--- src/rtl/sd_decimator_if.sv ---
// rtl/sd_decimator_if.sv - bitstream-in / PCM-out signal bundle for sd_decimator
//
// Purpose: groups the sigma-delta input qualifier pair and the PCM output
// strobe group so the decimator and its driver share one connection.
// Signals:
//   bit_i        sigma-delta sample, 1 -> +1, 0 -> -1
//   bit_valid_i  qualifies bit_i on each rising clock edge
//   pcm_o        signed BW-bit decimated sample, held between strobes
//   valid_o      one-cycle strobe marking a new pcm_o
//   clip_o       high with valid_o when pcm_o was saturated
// Modports: master drives the bitstream, slave (the decimator) drives PCM.

interface sd_decimator_if #(
  parameter int BW = 16
) ();
  logic                 bit_i;
  logic                 bit_valid_i;
  logic signed [BW-1:0] pcm_o;
  logic                 valid_o;
  logic                 clip_o;

  modport master (
    output bit_i,
    output bit_valid_i,
    input  pcm_o,
    input  valid_o,
    input  clip_o
  );

  modport slave (
    input  bit_i,
    input  bit_valid_i,
    output pcm_o,
    output valid_o,
    output clip_o
  );
endinterface

--- src/rtl/sd_decimator.sv ---
// rtl/sd_decimator.sv - 3rd-order CIC decimator for a 1-bit sigma-delta stream
//
// Purpose: integrates accepted bits (+1/-1) in three cascaded integrators,
// every R = 2^DEC_LOG2 accepted bits runs a 3-stage comb on the captured
// integrator value, then scales by 2^-S, saturates to BW bits and presents
// the result one clock after the decimation edge.
// Ports:
//   clk_i  single clock, rising edge
//   rst_i  synchronous active-high reset
//   bus    sd_decimator_if.slave (bit_i, bit_valid_i in; pcm_o, valid_o, clip_o out)
// Parameters:
//   BW        PCM output width (signed)
//   DEC_LOG2  log2 of decimation ratio; requires 3*DEC_LOG2 >= BW-1

module sd_decimator #(
  parameter int BW       = 16,
  parameter int DEC_LOG2 = 5
) (
  input  logic           clk_i,
  input  logic           rst_i,
  sd_decimator_if.slave  bus
);
  localparam int ACC_W = 2 + 3 * DEC_LOG2;
  localparam int SHIFT = 3 * DEC_LOG2 - (BW - 1);
  localparam logic signed [ACC_W-1:0] P_MAX = ACC_W'((1 << (BW - 1)) - 1);
  localparam logic signed [ACC_W-1:0] P_MIN = ACC_W'(-(1 << (BW - 1)));

  // Integrators, comb delays and the registered comb result. All arithmetic
  // is modulo 2^ACC_W; integrator wrap-around cancels in the comb.
  logic signed [ACC_W-1:0] r_i1, r_i2, r_i3;
  logic signed [ACC_W-1:0] r_z1, r_z2, r_z3;
  logic signed [ACC_W-1:0] r_c3;
  logic [DEC_LOG2-1:0]     r_cnt;
  logic                    r_strobe;

  logic signed [ACC_W-1:0] w_x;
  logic signed [ACC_W-1:0] w_d1, w_d2, w_d3;
  logic signed [ACC_W-1:0] w_shift;
  logic                    w_dec;
  logic                    w_hi, w_lo;
  logic signed [BW-1:0]    w_pcm;

  assign w_x   = bus.bit_i ? ACC_W'(1) : '1;
  assign w_dec = bus.bit_valid_i && (&r_cnt);

  // Comb chain works on the pre-update I3 value of the decimation edge.
  assign w_d1 = r_i3 - r_z1;
  assign w_d2 = w_d1 - r_z2;
  assign w_d3 = w_d2 - r_z3;

  // Arithmetic shift floors toward minus infinity before saturation.
  assign w_shift = r_c3 >>> SHIFT;
  assign w_hi    = (w_shift > P_MAX);
  assign w_lo    = (w_shift < P_MIN);
  assign w_pcm   = w_hi ? P_MAX[BW-1:0] :
                   w_lo ? P_MIN[BW-1:0] :
                          w_shift[BW-1:0];

  always_ff @(posedge clk_i) begin
    if (rst_i) begin
      r_i1        <= '0;
      r_i2        <= '0;
      r_i3        <= '0;
      r_z1        <= '0;
      r_z2        <= '0;
      r_z3        <= '0;
      r_c3        <= '0;
      r_cnt       <= '0;
      r_strobe    <= 1'b0;
      bus.pcm_o   <= '0;
      bus.valid_o <= 1'b0;
      bus.clip_o  <= 1'b0;
    end else begin
      if (bus.bit_valid_i) begin
        r_i1  <= r_i1 + w_x;
        r_i2  <= r_i2 + r_i1;
        r_i3  <= r_i3 + r_i2;
        r_cnt <= r_cnt + 1'b1;
      end
      if (w_dec) begin
        r_z1 <= r_i3;
        r_z2 <= w_d1;
        r_z3 <= w_d2;
        r_c3 <= w_d3;
      end
      // Scaling/saturation happen in the cycle after capture so the
      // output registers update one clock after the decimation edge.
      r_strobe    <= w_dec;
      bus.valid_o <= r_strobe;
      bus.clip_o  <= r_strobe & (w_hi | w_lo);
      if (r_strobe) begin
        bus.pcm_o <= w_pcm;
      end
    end
  end
endmodule

--- src/flat_wrapper.sv ---
// flat-port wrapper written by rule: the top's interface ports become plain ports
module sd_decimator_flat 
#(
  parameter int BW       = 16,
  parameter int DEC_LOG2 = 5
)
  (clk_i, rst_i, bus_bit_i, bus_bit_valid_i, bus_pcm_o, bus_valid_o, bus_clip_o);
  sd_decimator_if #(.BW(BW)) bus_i ();
  input  logic clk_i;
  input  logic rst_i;
  input wire logic [$bits(bus_i.bit_i)-1:0] bus_bit_i;
  input wire logic [$bits(bus_i.bit_valid_i)-1:0] bus_bit_valid_i;
  output wire logic [$bits(bus_i.pcm_o)-1:0] bus_pcm_o;
  output wire logic [$bits(bus_i.valid_o)-1:0] bus_valid_o;
  output wire logic [$bits(bus_i.clip_o)-1:0] bus_clip_o;
  assign bus_i.bit_i = bus_bit_i;
  assign bus_i.bit_valid_i = bus_bit_valid_i;
  assign bus_pcm_o = bus_i.pcm_o;
  assign bus_valid_o = bus_i.valid_o;
  assign bus_clip_o = bus_i.clip_o;
  sd_decimator #(.BW(BW), .DEC_LOG2(DEC_LOG2)) u_core (.clk_i(clk_i), .rst_i(rst_i), .bus(bus_i));
endmodule
--- config.mk ---
export PLATFORM = sky130hd
export DESIGN_NAME = sd_decimator_flat
export DESIGN_NICKNAME = d
export VERILOG_FILES = /design/src/rtl/sd_decimator_if.sv /design/src/rtl/sd_decimator.sv /design/src/flat_wrapper.sv
export SDC_FILE = /design/constraint.sdc
export NUM_CORES = 1
export LEC_CHECK = 0
export BUFFER_PORTS_ARGS = -buffer_cell sky130_fd_sc_hd__buf_4
export CAP_MARGIN = 25
export CORE_MARGIN = 2
export CORE_UTILIZATION = 64
export CTS_CLUSTER_DIAMETER = 120
export CTS_CLUSTER_SIZE = 16
export DETAILED_ROUTE_END_ITERATION = 10
export PLACE_DENSITY = 0.83
export SYNTH_ARGS = -nofsm -noshare
export SYNTH_HDL_FRONTEND = slang
export SYNTH_SLANG_ARGS = --single-unit
--- constraint.sdc ---
create_clock -name clk_i -period 5.69 [get_ports clk_i]
set_input_delay 1.138 -clock clk_i [delete_from_list [all_inputs] [get_ports clk_i]]
set_output_delay 1.138 -clock clk_i [all_outputs]
set_load 0.05 [all_outputs]
==> results of run 1 <==
area by class of cell:
type                       instances  share of cell area
multi-input combinational        915               0.595
sequential                       143               0.277
clock buffer                      19              0.0429
inverter                          85              0.0309
tap                              184              0.0223
timing repair buffer              27              0.0196
clock inverter                    12              0.0116
synth_stat cells, types with 8 or more instances:
library cell	number	area, sq um
xor2_1	22	193
nand2b_1	10	62.6
mux2i_1	28	280
o21a_1	20	150
nor2_1	115	432
nor3_1	21	105
xnor2_1	54	473
a21oi_1	114	571
a311oi_1	17	149
ha_1	97	1210
a211oi_1	24	180
nand2_1	155	582
inv_1	85	319
o21ai_1	12	60.1
o21ai_0	47	235
or3_1	10	62.6
clkbuf_1	32	120
dfxtp_1	143	2860
a21o_1	27	203
nor2b_1	16	100
and3_1	8	50.1
state kept, by name (all words and copies together), names as in the netlist:
name / cells
u_core.r_strobe: 1
u_core.r_i3: 17
u_core.r_i2: 17
u_core.r_z2: 17
u_core.r_i1: 17
u_core.r_c3: 17
u_core.r_z1: 17
u_core.bus.valid_o: 1
u_core.bus.clip_o: 1
u_core.bus.pcm_o: 16
u_core.r_cnt: 5
u_core.r_z3: 17
power by group through the flow:
| stage | Sequential, uW | Combinational (uW) | Clock (uW) |
|---|---|---|---|
| floorplan | 1100 | 1940 | 0 |
| global placement | 1110 | 2230 | 0 |
| detailed placement | 1110 | 2270 | 0 |
| CTS | 1090 | 2320 | 1080 |
| global route | 1100 | 2620 | 1120 |
| finish | 1090 | 2330 | 1060 |
routing by layer:
layer	global-route usage	routed length (um)	vias to the layer above
li1	-	-	4186
met1	0.252	7930	3631
met2	0.477	9870	84
met3	0.0472	401	33
met4	0.0924	391	0
met5	0	0	-
worst min path at each step:
stage                                  from  slack [ns]                            to  cells past startpoint
6_report        u_core.r_z3[5]$_SDFFE_PP0P_        0.45   u_core.r_z3[5]$_SDFFE_PP0P_                      2
5_1_grt         u_core.r_z2[6]$_SDFFE_PP0P_        0.47   u_core.r_z2[6]$_SDFFE_PP0P_                      2
4_1_cts         u_core.r_z3[5]$_SDFFE_PP0P_        0.46   u_core.r_z3[5]$_SDFFE_PP0P_                      2
3_5_place_dp    u_core.r_z3[9]$_SDFFE_PP0P_        0.45   u_core.r_z3[9]$_SDFFE_PP0P_                      2
3_3_place_gp    u_core.r_z1[9]$_SDFFE_PP0P_        0.44   u_core.r_z1[9]$_SDFFE_PP0P_                      2
2_1_floorplan  u_core.r_z1[10]$_SDFFE_PP0P_        0.44  u_core.r_z1[10]$_SDFFE_PP0P_                      2
worst max-delay path: cells and delay by family, from the launching register on:
kind,cells,cell delay (ns)
flip-flops,1,0.34
AND/OR/NAND/NOR,2,0.17
buffers and inverters,2,0.13
XOR/XNOR,3,0.47
adder cells (fa/ha/maj),4,1.25
AO/OA/AOI/OAI,11,2.38
metrics by stage:
stage / util / instance area, sq um
final: 0.710 / 10300
after global routing: 0.710 / 10300
after CTS: 0.710 / 10300
after detailed placement: 0.671 / 9760
after global placement: 0.671 / 9760
after floorplan: - / 9540
cell families (layout without fill, tap and decap cells):
| group | count (synthesis) | in the layout |
|---|---|---|
| adders and majority gates | 103 | 103 |
| buffers and inverters | 131 | 143 |
| and+or+nand+nor | 381 | 381 |
| xor gates and xnor gates | 76 | 76 |
| muxes | 29 | 29 |
| AOI/OAI and AO/OA | 326 | 326 |
| DFF | 143 | 143 |
==> results.sh, run 1 <==
export IMPL_combinationalPowerShare=0.519
export IMPL_r2r_start="u_core.r_i3[0]$_SDFFE_PP0P_"
export IMPL_place_inst=1354
export IMPL_first_iter_violations=311
export IMPL_grt_max_degree=94
export IMPL_cts_tree="yes"
export IMPL_clk_pin_slew_ns=0.06
export IMPL_swShare=0.388
export IMPL_layout_commonest_cell="nand2_1"
export IMPL_drive_above_1_share=0.0683
export IMPL_yosys_area_share_adder=0.140
export IMPL_cts_buffer_depth=2
export IMPL_syn_num_nets=1296
export IMPL_io_pins=22
export IMPL_clock_skew_ns=0.00503
export IMPL_crit_arrival_ns=5.18
export IMPL_first_global_vias=7740
export IMPL_antenna_found_initial=0
export IMPL_yosysUniqueCellTypes=77
export IMPL_wirelength_mm=18.6
export IMPL_critical_path_slowest_cell="fa_1"
export IMPL_status="finished, final reports clean"
export IMPL_synth_compound_area_share=0.222
export IMPL_reg2reg_depth=22
export IMPL_cp_startpoint="u_core.r_i3[0]$_SDFFE_PP0P_"
export IMPL_num_rows=44
export IMPL_clock_latency_ns=0.42
export IMPL_post_cts_resized=0
export IMPL_worst_slack_ns=0.862
export IMPL_synth_area_sq_mm=0.00954
export IMPL_path_cells="inv_1 -> ha_1 -> inv_1 -> fa_1 -> a211oi_1 -> o21ai_1 -> a31oi_1 -> xnor2_1 -> ha_1 -> a21oi_1 -> o211ai_2 -> a41oi_1 -> xnor2_1 -> ha_1 -> a21o_1 -> a21oi_1 -> nand2b_1 -> a21o_1 -> a21oi_1 -> nor3_2 -> xnor2_1 -> a211oi_2"
export IMPL_avgRoutedWirePerCell_um=13.4
export IMPL_holdBufCountCts=0
export IMPL_grt_pass1_wl_mm=32.6
export IMPL_insertedDiodeCount=0
export IMPL_synthXorXnorAreaFrac=0.0698
export IMPL_setup_tns_ns=0
export IMPL_area_growth_pct=8.21
export IMPL_pre_cts_slack_ns=0.865
export IMPL_rsz0062_at_grt="no"
export IMPL_holdCritPathClass="flop to flop"
export IMPL_cp_max_fo=5
export IMPL_via_per_inst=5.73
export IMPL_mostFrequentLayoutCells="nand2_1, dfxtp_1, nor2_1"
export IMPL_synthCells=1189
export IMPL_via_count=7934
export IMPL_power_leakage_uw=0.00419
export IMPL_fin_cells=1385
export IMPL_drc_errors=0
export IMPL_clock_power_share=0.238
export IMPL_start_util=0.656
export IMPL_power_internal_uw=2740
export IMPL_ctsHtreeMaxLevel=4
export IMPL_drtPass1Iterations=4
export IMPL_end_kind="flop"
export IMPL_synth_top_family_by_area="compound AO/OA/AOI/OAI gates"
export IMPL_hold_viol=0
export IMPL_synth_edf_count=0
export IMPL_rrSetupSlack_ns=0.86
export IMPL_setup_viol=0
export IMPL_seq_area_sq_mm=0.00286
export IMPL_worst_pin_slew_ns=1.01
export IMPL_maxClockFrequency_mhz=207
export IMPL_core_area_sq_mm=0.0145
export IMPL_ys_seq_area_frac=0.300
export IMPL_endpoint="u_core.r_c3[16]$_SDFFE_PP0P_"
export IMPL_portBuffers=21
export IMPL_synth_mux_area_fraction=0.0306
export IMPL_clock_tree_root_cell="clkbuf_16"
export IMPL_seqPwrFrac=0.244
export IMPL_fin_nets=1296
export IMPL_die_h_um=126
export IMPL_gp_congestion=0.815
export IMPL_grtUsageTotal=0.243
export IMPL_cpPeakStageDelay_ns=0.47
export IMPL_multi_input_area_sq_mm=0.00614
export IMPL_hold_ws_ns=0.453
export IMPL_maxCapViolCount=0
export IMPL_synth_seq_cells=143
export IMPL_die_w_um=126
export IMPL_timing_rr_end="u_core.r_c3[16]$_SDFFE_PP0P_"
export IMPL_drv_slew=0
export IMPL_syn_avg_cell_area_sq_um=8.02
export IMPL_crit_required_ns=6.04
export IMPL_synthSimpleGateAreaFrac=0.182
export IMPL_hpwlAfterDp_mm=13.4
export IMPL_p_per_area_mw_per_mm2=434
export IMPL_p_sw_uw=1740
export IMPL_overflow=0
export IMPL_cts_setup_buffers=0
export IMPL_slew_headroom=0.325
export IMPL_die_area_sq_mm=0.0159
export IMPL_cp_start_kind="flop"
export IMPL_yosys_most_used_dff="dfxtp_1"
export IMPL_synth_warnings=0
export IMPL_cts_sinks=143
export IMPL_cts_buffers=17
export IMPL_ant_nets=0
export IMPL_n_fill_cell=1172
export IMPL_fin_crit_ns=4.83
export IMPL_power_uw=4480
export IMPL_peakVddDrop_mv=0.294
export IMPL_min_period_over_period=0.849
export IMPL_synthArstFlopShare=0
export IMPL_crit_type="flop to flop"
Power figures use the tool's default switching activity.
==> run 2: changes to the inputs <==
Settings changed: ABC_AREA from default to 1.
Clock period 5.69 ns to 5 ns, I/O delays scaled along.
==> run 2 against run 1 <==
  * Worst setup slack got worse by 0.24 ns
  * Flip-flop and latch count did not move
  * Sequential power rose by 14%
  * Core utilization rose by 1.1 points
  * Worst hold slack improved by 0.0063 ns
  * Die area increased by 1.3%
  * Global-route usage is 3.1 points higher
  * First-iteration DRC count grew 53%
  * Total power increased by 4.4%
  * Synthesized cell count is 14% higher
  * Clock-buffer cell count shrank 2
  * Sequential share of layout area is 0.62 points lower
==> results.sh, run 2 <==
export IMPL_cp_start_kind="flop"
export IMPL_first_iter_violations=476
export IMPL_synth_top_family_by_area="compound AO/OA/AOI/OAI gates"
export IMPL_clock_skew_ns=0.00710
export IMPL_post_cts_resized=0
export IMPL_synthXorXnorAreaFrac=0.0716
export IMPL_place_area_sq_mm=0.00992
export IMPL_cts_setup_buffers=0
export IMPL_fin_util=0.721
export IMPL_status="finished, final reports clean"
export IMPL_synthSimpleGateAreaFrac=0.169
export IMPL_wirelength_mm=20.9
export IMPL_crit_type="flop to flop"
export IMPL_synth_edf_count=0
export IMPL_fin_area_sq_mm=0.0106
export IMPL_ant_nets=0
export IMPL_worst_pin_slew_ns=0.945
export IMPL_start_util=0.660
export IMPL_portBuffers=21
export IMPL_min_period_over_period=0.875
export IMPL_setup_viol=0
export IMPL_insertedDiodeCount=0
export IMPL_synth_area_sq_mm=0.00967
export IMPL_hpwlAfterDp_mm=14.8
export IMPL_power_uw=4680
export IMPL_end_kind="flop"
export IMPL_drv_slew=0
export IMPL_num_rows=44
export IMPL_cts_buffer_depth=2
export IMPL_drtPass1Iterations=5
export IMPL_maxClockFrequency_mhz=229
export IMPL_setup_tns_ns=0
export IMPL_layout_commonest_cell="inv_1"
export IMPL_synth_seq_cells=143
export IMPL_seq_area_sq_mm=0.00286
export IMPL_yosys_area_share_adder=0.138
export IMPL_grtUsageTotal=0.274
export IMPL_power_leakage_uw=0.00528
export IMPL_n_fill_cell=1223
export IMPL_grt_pass1_wl_mm=36.6
export IMPL_holdCritPathClass="flop to flop"
export IMPL_gp_congestion=0.886
export IMPL_p_sw_uw=1910
export IMPL_fin_crit_ns=4.37
export IMPL_p_per_area_mw_per_mm2=443
export IMPL_yosys_top_cells_count="inv_1, nand2_1, a21oi_1"
export IMPL_grt_max_degree=104
export IMPL_synth_mux_area_fraction=0
export IMPL_combinationalPowerShare=0.457
export IMPL_synth_warnings=0
export IMPL_peakVddDrop_mv=0.264
export IMPL_synthArstFlopShare=0
export IMPL_yosys_most_used_dff="dfxtp_1"
export IMPL_crit_arrival_ns=4.70
export IMPL_die_h_um=127
export IMPL_clock_latency_ns=0.43
export IMPL_synth_area_leaders="dfxtp_1, ha_1, inv_1"
export IMPL_cts_tree="yes"
export IMPL_yosysUniqueCellTypes=41
export IMPL_ctsHtreeMaxLevel=4
export IMPL_synth_top_area_share=0.296
export IMPL_clk_pin_slew_ns=0.07
export IMPL_seqPwrFrac=0.266
export IMPL_power_internal_uw=2770
export IMPL_area_growth_pct=9.20
export IMPL_cts_sinks=143
export IMPL_via_per_inst=5.50
export IMPL_yosysTopAreaCell="dfxtp_1"
export IMPL_swShare=0.407
export IMPL_avgRoutedWirePerCell_um=13.5
export IMPL_io_pins=22
export IMPL_synthCells=1354
export IMPL_drive_above_1_share=0.0730
export IMPL_core_area_sq_mm=0.0146
export IMPL_syn_avg_cell_area_sq_um=7.14
export IMPL_drc_errors=0
export IMPL_die_area_sq_mm=0.0161
export IMPL_maxCapViolCount=0
export IMPL_overflow=0
export IMPL_crit_required_ns=5.33
export IMPL_syn_num_nets=1461
export IMPL_cts_buffers=17
export IMPL_antenna_found_initial=0
export IMPL_hold_viol=0
export IMPL_fin_nets=1464
export IMPL_cp_max_fo=5
export IMPL_synth_compound_area_share=0.224
export IMPL_clock_tree_root_cell="clkbuf_16"
export IMPL_rsz0062_at_grt="no"
export IMPL_via_count=8549
export IMPL_multi_input_area_sq_mm=0.00583
export IMPL_first_global_vias=8052
export IMPL_die_w_um=127
export IMPL_clock_power_share=0.277
export IMPL_mostFrequentLayoutCells="inv_1, nand2_1, a21oi_1"
export IMPL_slew_headroom=0.368
export IMPL_synth_most_common_cell="inv_1"
export IMPL_ys_seq_area_frac=0.296
export IMPL_holdBufCountCts=0
-- run 2: cell count changes after synthesis, sizes merged, moves of 14 or more --
cell	change
a211oi	-17
a21o	-14
a21oi	+50
a311oi	-17
inv	+128
mux2i	-28
nand3	+46
nor2	+33
nor2b	-17
o21a	-19
o21ai	+102
xnor2	-25
xor2	+28
-- run 2: per-layer routing --
metal | GRT usage | share of wire
met1 | 0.319 | 0.44
met2 | 0.502 | 0.50
met3 | 0.0451 | 0.025
met4 | 0.109 | 0.032
met5 | 0 | 0
-- run 2: kinds of logic after synthesis --
group,count (synthesis)
and+or+nand+nor,386
AOI/OAI and AO/OA,385
buffers and inverters,258
DFF,143
adders and majority gates,103
xor gates and xnor gates,79
-- run 2: area by class of cell --
cell class	count	area share
multi-input cells	953	0.552
flip-flops and latches	143	0.271
clock buffers	17	0.0403
clock inverters	15	0.0165
inverters	215	0.0764
well taps	184	0.0218
repair buffers	27	0.0216
-- run 2: path summary, 6_finish.rpt --
check | from | end | slack (ns) | depth (start not counted)
worst max register to register | u_core.r_i3[0]$_SDFFE_PP0P_ | u_core.r_c3[13]$_SDFFE_PP0P_ | 0.63 | 26
worst min-delay path | u_core.r_z1[9]$_SDFFE_PP0P_ | u_core.r_z1[9]$_SDFFE_PP0P_ | 0.46 | 2
worst max-delay path | u_core.r_i3[0]$_SDFFE_PP0P_ | u_core.r_c3[13]$_SDFFE_PP0P_ | 0.63 | 26
worst min register to register | u_core.r_z1[9]$_SDFFE_PP0P_ | u_core.r_z1[9]$_SDFFE_PP0P_ | 0.46 | 2
-- run 2: metrics by stage --
step,hold WS (ns),cells,setup slack [ns]
after floorplan,0.430,1354,1.10
final,0.459,1554,0.626
after detailed placement,0.452,1520,0.695
after global routing,0.480,1554,0.138
after global placement,0.445,1520,0.800
after CTS,0.460,1552,0.634
-- run 2: power groups by stage --
| stage | sequential, uW | combinational, uW | clock, uW |
|---|---|---|---|
| finish | 1240 | 2140 | 1300 |
| global route | 1250 | 2450 | 1370 |
| CTS | 1240 | 2130 | 1310 |
| detailed placement | 1270 | 2110 | 0 |
| global placement | 1270 | 2090 | 0 |
| floorplan | 1250 | 1690 | 0 |
-- run 2: worst max-delay path, cell delays in order (launching register included) --
cell,delay (ns)
dfxtp_1,0.31
inv_1,0.09
ha_1,0.17
inv_1,0.07
fa_1,0.45
nand2_1,0.08
nand2_1,0.06
and2_1,0.15
a31oi_1,0.17
xnor2_1,0.18
ha_1,0.31
nand2_1,0.08
inv_1,0.05
a21boi_1,0.17
nand2_1,0.16
nand3_1,0.10
nand2_1,0.06
xnor2_1,0.22
inv_1,0.10
ha_1,0.35
a21oi_1,0.15
o21ai_0,0.14
a21oi_1,0.24
o21ai_1,0.10
xor2_1,0.14
o21ai_1,0.12
inv_1,0.05
==> run 3: changes to the inputs <==
Settings changed: CORE_MARGIN 2 to default, GPL_ROUTABILITY_DRIVEN from default to 0, RECOVER_POWER from default to 100.
==> run 3 against run 2 <==
  * The flow now finishes with violations (design-rule violations, max-capacitance violations, max-slew violations)
  * Via count shrank 0.29%
  * Critical path type unchanged
  * Critical endpoint is now u_core.r_c3[16]$_SDFFE_PP0P_
  * Die area shrank 3.1%
  * Largest cell class unchanged
  * Final area shrank 1.4%
  * Clock-buffer cell count is the same
  * Sequential power is essentially flat
  * Total power shrank 2.0%
  * Global-route usage grew 0.17 points
  * Clock power shrank 8%
  * Fmax is essentially flat
  * Non-clock buffer count is the same
==> results.sh, run 3 (synthesis results as in run 2) <==
export IMPL_clk_pin_slew_ns=0.07
export IMPL_via_count=8524
export IMPL_grtUsageTotal=0.276
export IMPL_drtPass1Iterations=8
export IMPL_crit_top_cell="nand2_1"
export IMPL_overflow=0
export IMPL_end_kind="flop"
export IMPL_cts_sinks=143
export IMPL_insertedDiodeCount=0
export IMPL_cts_buffer_depth=2
export IMPL_fin_crit_ns=4.38
export IMPL_ctsHtreeMaxLevel=4
export IMPL_swShare=0.417
export IMPL_cp_start_kind="flop"
export IMPL_maxClockFrequency_mhz=228
export IMPL_drc_errors=4
export IMPL_cts_buffers=17
export IMPL_area_growth_pct=7.73
export IMPL_crit_required_ns=5.33
export IMPL_min_period_over_period=0.876
export IMPL_worst_pin_slew_ns=2.54
export IMPL_cpPeakStageDelay_ns=0.46
export IMPL_drive_above_1_share=0.0562
export IMPL_power_internal_uw=2670
export IMPL_timing_hold_worst_start="u_core.r_strobe$_SDFF_PP0_"
export IMPL_power_leakage_uw=0.00516
export IMPL_r2r_start="u_core.r_i3[0]$_SDFFE_PP0P_"
export IMPL_hold_depth=1
export IMPL_status="complete, but fails checks"
export IMPL_clock_skew_ns=0.00986
export IMPL_die_w_um=125
export IMPL_ant_nets=0
export IMPL_p_per_area_mw_per_mm2=440
export IMPL_setup_viol=0
export IMPL_mostFrequentLayoutCells="inv_1, nand2_1, a21oi_1"
export IMPL_seqPwrFrac=0.271
export IMPL_holdCritPathClass="flop to flop"
export IMPL_cts_setup_buffers=0
export IMPL_peakVddDrop_mv=0.289
export IMPL_antenna_found_initial=0
export IMPL_num_rows=44
export IMPL_first_global_vias=8019
export IMPL_drv_slew=233
export IMPL_timing_rr_end="u_core.r_c3[16]$_SDFFE_PP0P_"
export IMPL_rrSetupSlack_ns=0.62
export IMPL_p_sw_uw=1910
export IMPL_die_h_um=125
export IMPL_crit_type="flop to flop"
export IMPL_avgRoutedWirePerCell_um=13.4
export IMPL_layout_commonest_cell="inv_1"
export IMPL_clock_tree_root_cell="clkbuf_16"
export IMPL_clock_latency_ns=0.43
export IMPL_rsz0062_at_grt="no"
export IMPL_grt_max_degree=104
export IMPL_holdBufCountCts=0
export IMPL_whs_endpoint="u_core.bus.pcm_o[15]$_SDFFE_PP0P_"
export IMPL_slew_headroom=-0.691
export IMPL_core_area_sq_mm=0.0146
export IMPL_reg2reg_depth=26
export IMPL_post_cts_resized=0
export IMPL_via_per_inst=5.49
export IMPL_portBuffers=21
export IMPL_cts_tree="yes"
export IMPL_maxCapViolCount=4
export IMPL_setup_tns_ns=0
export IMPL_combinationalPowerShare=0.468
export IMPL_hold_viol=0
export IMPL_cp_max_fo=5
export IMPL_clock_power_share=0.261
export IMPL_hold_ws_ns=0.455
export IMPL_hpwlAfterDp_mm=14.6
export IMPL_io_pins=22
export IMPL_critical_path_slowest_cell="fa_1"
export IMPL_die_area_sq_mm=0.0156
export IMPL_first_iter_violations=584
export IMPL_start_util=0.660
export IMPL_grt_pass1_wl_mm=35.7
export IMPL_crit_arrival_ns=4.71
export IMPL_fin_nets=1464
export IMPL_failed_checks="design-rule violations, max-capacitance violations, max-slew violations"
export IMPL_wirelength_mm=20.8
[run 3: cell types whose count changed in the layout (fill, tap and decap cells not counted), moves of 2 or more]
cell | previous run | this run
clkbuf_2 | 0 | 2
clkbuf_1 | 0 | 22
bufinv_16 | 2 | 0
clkinvlp_4 | 1 | 4
o21ai_1 | 16 | 10
buf_12 | 2 | 0
buf_4 | 25 | 1
o21ai_0 | 136 | 143
[run 3: power groups by stage]
stage,registers (uW),clock network [uW],logic [uW]
global route,1250,1260,2410
CTS,1240,1210,2130
finish,1240,1200,2150
global placement,1260,0,2050
detailed placement,1270,0,2100
floorplan,1250,0,1690
[run 3: how the worst max path moves through the flow]
stage | startpoint | to | slack (ns) | cells after the start
after floorplan | u_core.r_i3[0]$_SDFFE_PP0P_ | u_core.r_c3[16]$_SDFFE_PP0P_ | 1.10 | 29
after global placement | u_core.r_i3[0]$_SDFFE_PP0P_ | u_core.r_c3[16]$_SDFFE_PP0P_ | 0.83 | 26
after detailed placement | u_core.r_i3[0]$_SDFFE_PP0P_ | u_core.r_c3[16]$_SDFFE_PP0P_ | 0.68 | 26
after CTS | u_core.r_i3[0]$_SDFFE_PP0P_ | u_core.r_c3[16]$_SDFFE_PP0P_ | 0.67 | 26
after global routing | u_core.r_i3[0]$_SDFFE_PP0P_ | u_core.r_c3[16]$_SDFFE_PP0P_ | 0.11 | 25
final | u_core.r_i3[0]$_SDFFE_PP0P_ | u_core.r_c3[16]$_SDFFE_PP0P_ | 0.62 | 26
[run 3: layout make-up]
class,instances,area [sq um]
multi-input combinational,953,5830
fill,1216,4230
sequential,143,2860
inverter,215,807
clock buffer,17,425
tap,184,230
timing repair buffer,27,135
clock inverter,15,128
[run 3: per-stage QoR]
step | power [uW] | cell area (sq um) | utilization | setup slack [ns] | instances
finish | 4580 | 10400 | 0.711 | 0.622 | 1554
floorplan | 2940 | 9670 | - | 1.10 | 1354
global placement | 3310 | 9920 | 0.677 | 0.825 | 1520
detailed placement | 3360 | 9920 | 0.677 | 0.678 | 1520
global route | 4920 | 10400 | 0.711 | 0.112 | 1554
CTS | 4580 | 10500 | 0.715 | 0.667 | 1552
[run 3: routing by layer]
metal  vias up  part of all wire  global-route usage
met4         0             0.025               0.128
met1      3885              0.44               0.315
met2       133              0.50               0.503
met5         -                 0                   0
met3        34             0.030              0.0460
li1       4472                 -                   -
[run 3: critical path, delay by kind of cell (launching register included)]
| kind | cells | cell delay [ns] |
|---|---|---|
| buf+inv | 5 | 0.30 |
| xor+xnor | 2 | 0.35 |
| simple gates | 9 | 0.94 |
| fa+ha+maj | 4 | 1.30 |
| flops | 1 | 0.31 |
| compound gates | 6 | 1.08 |
